### src/rtl/mega_joy_scanner.sv
// mega_joy_scanner: DB9 pad scanner for Atari, 3-button MD and 6-button MD pads.
// Drives the shared select line and commits one button word per port per scan.
module mega_joy_scanner #(
  parameter int NUM_PORTS  = 2,
  parameter int TICK_DIV   = 768,
  parameter int IDLE_TICKS = 32,
  parameter int SIX_BTN_EN = 1
) (
  input  logic                    clk_sys,
  input  logic                    reset,
  input  logic [6*NUM_PORTS-1:0]  joy_i,
  output logic                    joy_sel_o,
  output logic [12*NUM_PORTS-1:0] joy_o,
  output logic [NUM_PORTS-1:0]    is_md_o,
  output logic [NUM_PORTS-1:0]    is_six_o,
  output logic                    frame_o
);

  localparam int DW = (TICK_DIV > 2) ? $clog2(TICK_DIV) : 1;
  localparam int IW = (IDLE_TICKS > 2) ? $clog2(IDLE_TICKS) : 1;
  localparam logic [DW-1:0] DIV_LAST = DW'(TICK_DIV - 1);
  localparam int IDLE_M1 = (IDLE_TICKS > 0) ? IDLE_TICKS - 1 : 0;
  localparam logic [IW-1:0] IDLE_LAST = IW'(IDLE_M1);
  localparam logic SIX_EN = (SIX_BTN_EN != 0);

  typedef enum logic [3:0] {
    P0, P1, P2, P3, P4, P5, P6, P7, IDLE
  } phase_t;

  logic [6*NUM_PORTS-1:0]  r_sync1;
  logic [6*NUM_PORTS-1:0]  r_sync2;
  logic [DW-1:0]           r_div;
  logic [IW-1:0]           r_idle;
  phase_t                  r_phase;
  logic [12*NUM_PORTS-1:0] r_wk;
  logic [NUM_PORTS-1:0]    r_md;
  logic [NUM_PORTS-1:0]    r_six;

  phase_t     w_next;
  logic       w_sel_next;
  logic       w_last;
  logic [5:0] w_pin [NUM_PORTS];

  assign w_last = (r_div == DIV_LAST);

  always_comb begin
    w_next = P0;
    case (r_phase)
      P0:      w_next = P1;
      P1:      w_next = P2;
      P2:      w_next = P3;
      P3:      w_next = P4;
      P4:      w_next = P5;
      P5:      w_next = P6;
      P6:      w_next = P7;
      P7:      w_next = (IDLE_TICKS == 0) ? P0 : IDLE;
      IDLE:    w_next = (r_idle == IDLE_LAST) ? P0 : IDLE;
      default: w_next = P0;
    endcase
  end

  // Select is low only in the three MD probe phases.
  always_comb begin
    w_sel_next = 1'b1;
    if (w_next == P1 || w_next == P3 || w_next == P5)
      w_sel_next = 1'b0;
  end

  always_comb begin
    for (int p = 0; p < NUM_PORTS; p++)
      w_pin[p] = r_sync2[6*p +: 6];
  end

  always_ff @(posedge clk_sys or posedge reset) begin
    if (reset) begin
      r_sync1 <= '1;
      r_sync2 <= '1;
    end else begin
      r_sync1 <= joy_i;
      r_sync2 <= r_sync1;
    end
  end

  always_ff @(posedge clk_sys or posedge reset) begin
    if (reset) begin
      r_div     <= '0;
      r_idle    <= '0;
      r_phase   <= P0;
      r_wk      <= '0;
      r_md      <= '0;
      r_six     <= '0;
      joy_sel_o <= 1'b1;
      joy_o     <= '0;
      is_md_o   <= '0;
      is_six_o  <= '0;
      frame_o   <= 1'b0;
    end else if (!w_last) begin
      r_div   <= r_div + 1'b1;
      frame_o <= 1'b0;
    end else begin
      r_div     <= '0;
      r_phase   <= w_next;
      joy_sel_o <= w_sel_next;
      frame_o   <= (r_phase == P7);
      if (r_phase == IDLE)
        r_idle <= r_idle + 1'b1;
      else
        r_idle <= '0;
      for (int p = 0; p < NUM_PORTS; p++) begin
        case (r_phase)
          P0: r_wk[12*p +: 6] <= ~w_pin[p];
          P1: begin
            if (w_pin[p][3:2] == 2'b00) begin
              r_md[p]           <= 1'b1;
              r_wk[12*p+6 +: 2] <= ~w_pin[p][5:4];
            end else begin
              r_md[p]           <= 1'b0;
              r_wk[12*p+6 +: 2] <= 2'b00;
            end
          end
          P5: r_six[p] <= r_md[p] & SIX_EN &
                          (w_pin[p][3:0] == 4'h0);
          P6: begin
            if (r_six[p])
              r_wk[12*p+8 +: 4] <= ~w_pin[p][3:0];
            else
              r_wk[12*p+8 +: 4] <= 4'h0;
          end
          P7: begin
            joy_o[12*p +: 12] <= r_wk[12*p +: 12];
            is_md_o[p]        <= r_md[p];
            is_six_o[p]       <= r_six[p];
          end
          default: ;
        endcase
      end
    end
  end

endmodule

### config.mk
export PLATFORM = sky130hd
export DESIGN_NAME = mega_joy_scanner
export DESIGN_NICKNAME = d
export VERILOG_FILES = /design/src/rtl/mega_joy_scanner.sv
export SDC_FILE = /design/constraint.sdc
export NUM_CORES = 1
export LEC_CHECK = 0
export BUFFER_PORTS_ARGS = -buffer_cell sky130_fd_sc_hd__buf_4
export CORE_MARGIN = 2
export CORE_UTILIZATION = 25
export CTS_BUF_LIST = sky130_fd_sc_hd__clkbuf_4 sky130_fd_sc_hd__clkbuf_8
export DETAILED_ROUTE_END_ITERATION = 8
export SLEW_MARGIN = 30
export SYNTH_ARGS = -nofsm -noshare
export SYNTH_HDL_FRONTEND = slang
export SYNTH_SLANG_ARGS = --single-unit
### constraint.sdc
create_clock -name clk_sys -period 3.6 [get_ports clk_sys]
set_clock_uncertainty 0.2 [all_clocks]
set_input_delay 0.18 -clock clk_sys [delete_from_list [all_inputs] [get_ports clk_sys]]
set_output_delay 0.18 -clock clk_sys [all_outputs]
set_load 0.1 [all_outputs]
# ---- Word level (Yosys, flattened, before mapping)
# Cells that the tools add are included.
dict set report word_totals {
  ff_bits 101
  in_bits 14
}
dict set report classes {
  n_addsub 2
  n_eq_ne 13
  mux 12
  bitwise 8
  n_reduce_logical 12
}
# operator count
set ops {}
lappend ops {{$pmux W4 S9} 1}
lappend ops {{$eq A4 B3 Y1 const B} 5}
lappend ops {{$eq A4 B2 Y1 const B} 3}
lappend ops {{$logic_not A4 Y1} 3}
lappend ops {{$mux W4} 3}
lappend ops {{$not A6 Y6} 2}
lappend ops {{$add A10 B1 Y10 const B} 1}
lappend ops {{$eq A10 B10 Y1 const B} 1}
lappend ops {{$mux W10} 1}
lappend ops {{$reduce_and A2 Y1} 5}
lappend ops {{$eq A4 B1 Y1 const B} 2}
lappend ops {{$not A4 Y4} 2}
lappend ops {{$add A5 B1 Y5 const B} 1}
lappend ops {{$eq A5 B5 Y1 const B} 1}
lappend ops {{$mux W5} 1}
lappend ops {{$eq A4 B4 Y1 const B} 1}
lappend ops {{$logic_not A2 Y1} 2}
lappend ops {{$mux W1} 4}
lappend ops {{$mux W2} 2}
lappend ops {{$not A2 Y2} 2}
lappend ops {{$and A1 B1 Y1} 2}
lappend ops {{$logic_or A1 B1 Y1} 2}

# ---- Longest topological paths before layout
# Gate-level depths: netlist of the first run.
dict set report logic_depth {
  depth_word 7
  depth_mapped 7
  mapped_depth_nobuf 6
}

# ---- Least setup slack after synthesis of the first run
# No wires, ideal clock.
dict set report synth_path {
  path_kind {register -> register}
  startpoint {register r_div[0]}
  endpoint {register is_md_o[0]}
  setup_time_ns 0.125
  arrival_time_ns 1.937
  required_ns 3.275
  slack_ns 1.337
  stages_incl_launch_ff 8
  period_less_slack_ns 2.263
  path_cell_list {dfrtp_1 -> ha_1 -> and3b_2 -> nand3_4 -> or3_1 -> buf_6 -> buf_12 -> mux2_4}
}
dict set report synth_via {
  elab_chain_cells 2
}
# item line
set synth_rtl {}
lappend synth_rtl {{start: declaration} 32} ;# logic [DW-1:0] r_div;
lappend synth_rtl {{start signal: assignment} 98} ;# r_div <= r_div + 1'b1;
lappend synth_rtl {{$eq A10 B10 Y1} 44} ;# assign w_last = (r_div == DIV_LAST);
lappend synth_rtl {{$reduce_and A2 Y1 (no source line)} n/a}
lappend synth_rtl {{end signal: indexed assignment} 131} ;# is_md_o[p] <= r_md[p];
lappend synth_rtl {{end: declaration} 14} ;# output logic [NUM_PORTS-1:0] is_md_o,
# No other way between the ends.
# A chain may end at the register's enable or synchronous reset.

# ---- Worst setup path in the final report of the first run
dict set report layout_path {
  startpoint {register r_div[0]}
  endpoint {register joy_o[10]}
}
dict set report layout_via {
  elab_chain_cells 2
}
# item line
set layout_rtl {}
lappend layout_rtl {{$eq A10 B10 Y1} 44}
lappend layout_rtl {{$reduce_and A2 Y1 (no source line)} n/a}
lappend layout_rtl {{end signal: indexed assignment} 130} ;# joy_o[12*p +: 12] <= r_wk[12*p +: 12];
lappend layout_rtl {{end: declaration} 13} ;# output logic [12*NUM_PORTS-1:0] joy_o,
# No other way between the ends.

==> reports/qor.txt, run 1 <==
routability cong.: 0.8043
DR vias: 2257
n_diodes: 0
hold crit path type: reg -> reg
Clock transition at path regs: 0.09 ns
Yosys warnings: 0
max-capacitance violation count: 0
IO Count: 44
Cell Pwr Density: 404.4 nW/um2
Worst-Margin Slew: 0.8176 ns
Detailed Route WL: 6867 um
Hold Path Cell Cnt: 0
cts bufs inserted: 9
status: finished clean
PortBufs: 43
Final Setup Violations: 0
Synth Instances: 284
most common cell after layout, fill and taps aside: dfrtp_1
FF-to-FF setup slack: 0.69 ns
reg2reg end: joy_o[10]$_DFFE_PP0P_
synth unique cells: 34
Die Y-Extent: 129.3 um
Hold Path End: r_sync2[10]$_DFF_PP1_
Cell Rows: 45
max incr delay on CP: 0.74 ns
VDD IR max: 154.4 uV
crit path cell chain: ha_1, and3b_2, nand3_4, or3_1, buf_4, mux2_4
Initial Util: 25.72%
Post-DP Area: 4449 um2
H-tree Lvls: 3
min Tclk post-route: 2.911 ns
RSZ-0062 raised after global routing: no
final worst path period share: 80.87%
pin count of the biggest net entering global routing: 60
Skew-Pair Late Insertion Delay: 0.36 ns
CTS sink cnt: 101
reg2reg path depth: 6
Worst setup SP type: flip-flop
Post-CTS Setup Inserts: 0
Post-Syn Nets: 301
Synth Area per Inst: 13.82 um2
GRT Residual Overflow: 0
Die X: 129.3 um
Final Cell Area: 4781 um2
routed vias/inst: 4.045
Tot GR Track Use: 8.890%
setup TNS: 0 ns
Detailed Route Iter0 Violations: 107
crit-path max FO: 17
hold path start: r_sync1[10]$_DFF_PP1_
P_leak: 2.288 nW
dpl hpwl: 4773 um
Seq/Total Area, Yosys: 65.19%
initial antenna violation count: 0
Die ar.: 16720 um2
WS Path Type: reg -> reg
Final Slew Violations: 0
commonest non-fill, non-tap cells in the layout: dfrtp_1 (76), buf_4 (47), mux2_2 (25), dfstp_2 (25), nand2_1 (23)
Core Util, Final: 31.33%
#FFs+latches synth: 101
critical path's slowest cell: or3_1
# DRC: 0
CORE AREA: 15260 um2
Crit path required time: 3.65 ns
Crit. End Element: flip-flop
drt pass-1 iters: 4
first-pass GRT wire length: 11450 um
area delta synth->final: 21.80%
CTS tree: yes
Synth area leader: dfrtp_1
vias in the first global route: 2284
Hold Fails Final Rpt: 0
R2R Path Start: r_div[0]$_DFF_PP0_
DRT antenna net count: 0
routed len/inst: 12.31 um
Nets: 359
Cell Area, Synth: 3925 um2
Max-Slew Margin vs Limit: 44.73%
share of layout cells above drive strength 1: 39.19%
Achievable Freq: 343.5 MHz
Synth top area share: 48.45%
ranking of synthesized cells by area: dfrtp_1 (48%), dfstp_2 (17%), mux2_4 (7.7%), mux2_2 (7.2%), o21ai_0 (2.7%)
root buf cell: clkbuf_8
clock tree buffer depth: 2
Critical Path AT: 2.96 ns
==> cell type report <==
cell class | instances | area [um2]
fillers | 1508 | 10480
flip-flops and latches | 101 | 2559
multi-input cells | 165 | 1252
repair buffers | 60 | 483.0
well taps | 211 | 264.0
clock buffers | 12 | 152.6
clock inverters | 4 | 48.80
inverters | 5 | 21.27
==> through the flow <==
stage	hold WS, ns	setup slack [ns]	power (W)	cells
after global routing	0.1493	0.5212	0.002022	558
after floorplan	-0.01552	0.6142	0.001203	284
after detailed placement	0.09028	0.6974	0.001228	529
final	0.1399	0.6887	0.001933	558
after global placement	0.08959	0.7829	0.001227	529
after CTS	0.1468	0.6614	0.001971	558
==> sequential cells by signal, summed over array words and instances (netlist names) <==
register,count
frame_o,1
is_md_o,2
is_six_o,2
joy_o,24
joy_sel_o,1
r_div,10
r_idle,5
r_md,2
r_phase,4
r_six,2
r_sync1,12
r_sync2,12
r_wk,24
==> what timing repair did <==
item	4_1_cts	5_1_grt
hold endpoints to repair	48	0
resized for setup	0	0
hold buffers	13	0
setup endpoints to repair	0	0
==> synth_stat cells, drive strengths merged <==
library cell	number
dfstp	25
o22ai	1
or3	3
inv	5
a21o	1
and3	6
nor2b	8
a31oi	1
ha	3
o31ai	5
nor4b	1
clkbuf	7
nand4	1
nor4	3
xnor2	2
buf	6
a21oi	5
and3b	1
xor2	2
o21ai	21
mux2	45
dfrtp	76
nor2	10
or4	2
nand2b	1
nand2	23
nand3	12
and2	2
nor3	6
==> power by group <==
part | leakage, nW | total (W) | switching (W) | internal, W
clock | 0.107 | 0.000719 | 0.000363 | 0.000355
sequential | 1.31 | 0.00117 | 0.00000890 | 0.00116
combinational | 0.870 | 0.0000472 | 0.0000265 | 0.0000207
==> critical path, delay by kind of cell, from the launching register on <==
family / cells / cell delay [ns]
flops: 1 / 0.42
buf+inv: 1 / 0.36
fa+ha+maj: 1 / 0.30
mux: 1 / 0.32
simple gates: 3 / 1.20
==> layer usage <==
layer  part of all wire, %  wire length, um  track usage, %  vias to the layer above
met1                    45             3070           11.09                     1114
met3                   5.2              359           3.138                        6
met4                   1.2               81           4.028                        0
li1                      -                -               -                     1106
met5                     0                0               0                        -
met2                    49             3356           13.90                       31
==> kinds of logic (layout without fill, tap and decap cells) <==
logic type	after synthesis	in the layout	share of synthesized area (%)
DFF	101	101	65.19
and+or+nand+nor	79	79	10.46
muxes	45	45	14.82
AOI/OAI and AO/OA	34	34	4.782
buffers and inverters	18	81	2.901
xor gates and xnor gates	4	4	0.8927
adders and majority gates	3	3	0.9564
==> worst max path at each step <==
| stage | startpoint | end | cells past startpoint |
|---|---|---|---|
| after floorplan | reset | frame_o$_DFF_PP0_ | 1 |
| after global placement | r_div[0]$_DFF_PP0_ | joy_o[5]$_DFFE_PP0P_ | 6 |
| after detailed placement | r_div[0]$_DFF_PP0_ | joy_o[5]$_DFFE_PP0P_ | 6 |
| after CTS | r_div[0]$_DFF_PP0_ | joy_o[10]$_DFFE_PP0P_ | 6 |
| after global routing | r_div[0]$_DFF_PP0_ | joy_o[2]$_DFFE_PP0P_ | 6 |
| final | r_div[0]$_DFF_PP0_ | joy_o[10]$_DFFE_PP0P_ | 6 |
(Power assumes the default switching activity.)
==> run 2: changes to the inputs <==
- ABC_AREA: unset -> 1
- clock period: 3.6 -> 2.7 ns (I/O delays scaled with it)
==> run 2 against run 1 <==
  * Final cell count up 31%
  * Maximum frequency up 34%
  * Worst setup slack worse by 0.16 ns
  * Critical endpoint is now r_wk[2]$_DFFE_PP0P_
  * Via count up 31%
  * Power up 35%
  * Synthesized cell count up 58%
  * Global-route usage up 1.6 points
  * Flip-flop and latch count unchanged
  * Register-to-register slack worse by 0.16 ns
  * Clock power up 36%
  * Hold slack better by 0.018 ns
==> reports/qor.txt, run 2 <==
crit path cell chain: ha_1, nand2_1, nor2_4, nand3_4, nor2_2, nand2_1, nand2_1
top flop regs: joy_o x24, r_wk x24
top-count cell post-synth: nand2_1
clock tree buffer depth: 2
synth unique cells: 22
Initial Util: 25.53%
Achievable Freq: 460.1 MHz
most common cell after layout, fill and taps aside: nand2_1
GRT Residual Overflow: 0
FF-to-FF setup slack: 0.53 ns
routed vias/inst: 4.025
Synth top area share: 47.06%
routability cong.: 0.7968
clock power share: 37.5%
drt pass-1 iters: 4
Sw Share: 21.64%
dpl ws: 0.5484 ns
Logic pwr share: 2.7%
Post-Syn Nets: 465
Max-Slew Margin vs Limit: 60.52%
#FFs+latches synth: 101
Synth Instances: 448
max incr delay on CP: 0.46 ns
Worst-Margin Slew: 0.5910 ns
total power: 0.002605 W
Tot GR Track Use: 10.49%
WS Path Type: reg -> reg
Final Cell Area: 4970 um2
hold crit path type: reg -> reg
Hold Fails Final Rpt: 0
Die Y-Extent: 131.1 um
Worst setup SP type: flip-flop
status: finished clean
Die X: 131.1 um
pin count of the biggest net entering global routing: 56
Synth area leader: dfrtp_1
Clock transition at path regs: 0.10 ns
commonest non-fill, non-tap cells in the layout: nand2_1 (220), dfrtp_1 (76), buf_4 (47), inv_1 (37), nor2_1 (34)
Final Setup Violations: 0
initial antenna violation count: 0
crit-path most repeated cell: nand2_1
vias in the first global route: 3146
share of layout cells above drive strength 1: 19.77%
Crit. End Element: flip-flop
Yosys warnings: 0
Cell Pwr Density: 524.1 nW/um2
Skew-Pair Late Insertion Delay: 0.37 ns
CTS tree: yes
Final Slew Violations: 0
routed len/inst: 11.49 um
crit-path max FO: 23
Critical Path AT: 2.27 ns
Post-DP Area: 4634 um2
setup TNS: 0 ns
P_leak: 2.663 nW
Net Switching: 0.0005637 W
n_diodes: 0
Post-synth top flop: dfrtp_1
Cell Area, Synth: 4041 um2
CTS sink cnt: 101
Die ar.: 17200 um2
DRT antenna net count: 0
final worst path period share: 80.50%
Nets: 528
min Tclk post-route: 2.173 ns
IO Count: 44
Cell Rows: 46
Post-synth EDFFs: 0
root buf cell: clkbuf_8
Seq/Total Area, Yosys: 63.31%
first-pass GRT wire length: 14780 um
Internal Pwr Total: 0.002041 W
PortBufs: 43
asr flop ratio synth: 100.0%
Crit path required time: 2.80 ns
ranking of synthesized cells by area: dfrtp_1 (47%), nand2_1 (20%), dfstp_2 (16%), inv_1 (3.5%), nor2_1 (3.2%)
VDD IR max: 245.8 uV
critical path's slowest cell: nor2_2
DR vias: 2946
Setup WS post-layout: 0.5266 ns
CORE AREA: 15830 um2
Detailed Route Iter0 Violations: 114
H-tree Lvls: 3
Detailed Route WL: 8414 um
Synth Area per Inst: 9.021 um2
max-capacitance violation count: 0
# DRC: 0
RSZ-0062 raised after global routing: no
most instantiated cells after synthesis: nand2_1 (220), dfrtp_1 (76), inv_1 (38)
area delta synth->final: 22.97%
dpl hpwl: 6177 um
part of the power in registers: 59.7%
cts bufs inserted: 9
-- run 2: cell count changes after synthesis, sizes merged, moves of 5 or more --
cell	before	now
clkbuf	7	1
o21ai	21	8
o31ai	5	0
and3	6	0
nor2b	8	0
mux2	45	0
nand2	23	220
inv	5	40
nor2	10	41
-- run 2: layer usage --
metal | part of all wire (%) | up-vias | track usage, %
met5 | 0 | - | 0
met4 | 2.2 | 0 | 4.469
met3 | 3.5 | 16 | 2.508
met2 | 46 | 60 | 16.78
met1 | 48 | 1393 | 13.62
li1 | - | 1477 | -
-- run 2: cell families after synthesis --
family | count (synthesis) | share of synthesized area [%]
compound gates | 9 | 1.114
xor+xnor | 5 | 1.084
buf+inv | 49 | 5.047
flops | 101 | 63.31
simple gates | 281 | 28.51
fa+ha+maj | 3 | 0.9289
-- run 2: timing repair --
action	4_1_cts	5_1_grt
hold endpoints to repair	37	0
hold buffers	13	0
gates resized for setup	0	0
setup buffers	0	0
-- run 2: worst max-delay path: cells and delay by family (launching register included) --
kind          cells  cell delay, ns
fa+ha+maj         1            0.21
flops             1            0.42
simple gates      6            1.27
-- run 2: layout make-up --
| type | count | area [um2] |
|---|---|---|
| Clock buffer | 11 | 145.1 |
| Clock inverter | 5 | 60.06 |
| Fill cell | 1651 | 10860 |
| Inverter | 40 | 153.9 |
| Multi-Input combinational cell | 298 | 1279 |
| Sequential cell | 101 | 2559 |
| Tap cell | 216 | 270.3 |
| Timing Repair Buffer | 61 | 503.0 |
-- run 2: final timing paths --
kind	cells after the start	end	startpoint
max	7	r_wk[2]$_DFFE_PP0P_	r_div[0]$_DFF_PP0_
min	0	r_sync2[7]$_DFF_PP1_	r_sync1[7]$_DFF_PP1_
max reg2reg	7	r_wk[2]$_DFFE_PP0P_	r_div[0]$_DFF_PP0_
min reg2reg	0	r_sync2[7]$_DFF_PP1_	r_sync1[7]$_DFF_PP1_
max in group asynchronous	4	r_sync1[7]$_DFF_PP1_	reset
min in group asynchronous	3	joy_o[22]$_DFFE_PP0P_	reset
-- run 2: per-stage QoR --
| step | util, % | instances | hold WS (ns) |
|---|---|---|---|
| global placement | 29.28 | 703 | 0.02364 |
| floorplan | - | 448 | -0.06052 |
| detailed placement | 29.28 | 703 | 0.04287 |
| global route | 31.40 | 732 | 0.1549 |
| CTS | 31.40 | 732 | 0.1567 |
| finish | 31.40 | 732 | 0.1578 |
-- run 2: power by group through the flow --
stage	Combinational, W	Clock [W]	Sequential [W]
after global placement	0.0000584	0	0.00158
after global routing	0.0000834	0.00107	0.00156
after floorplan	0.0000289	0	0.00158
after detailed placement	0.0000597	0	0.00158
final	0.0000715	0.000977	0.00156
after CTS	0.0000745	0.00102	0.00156
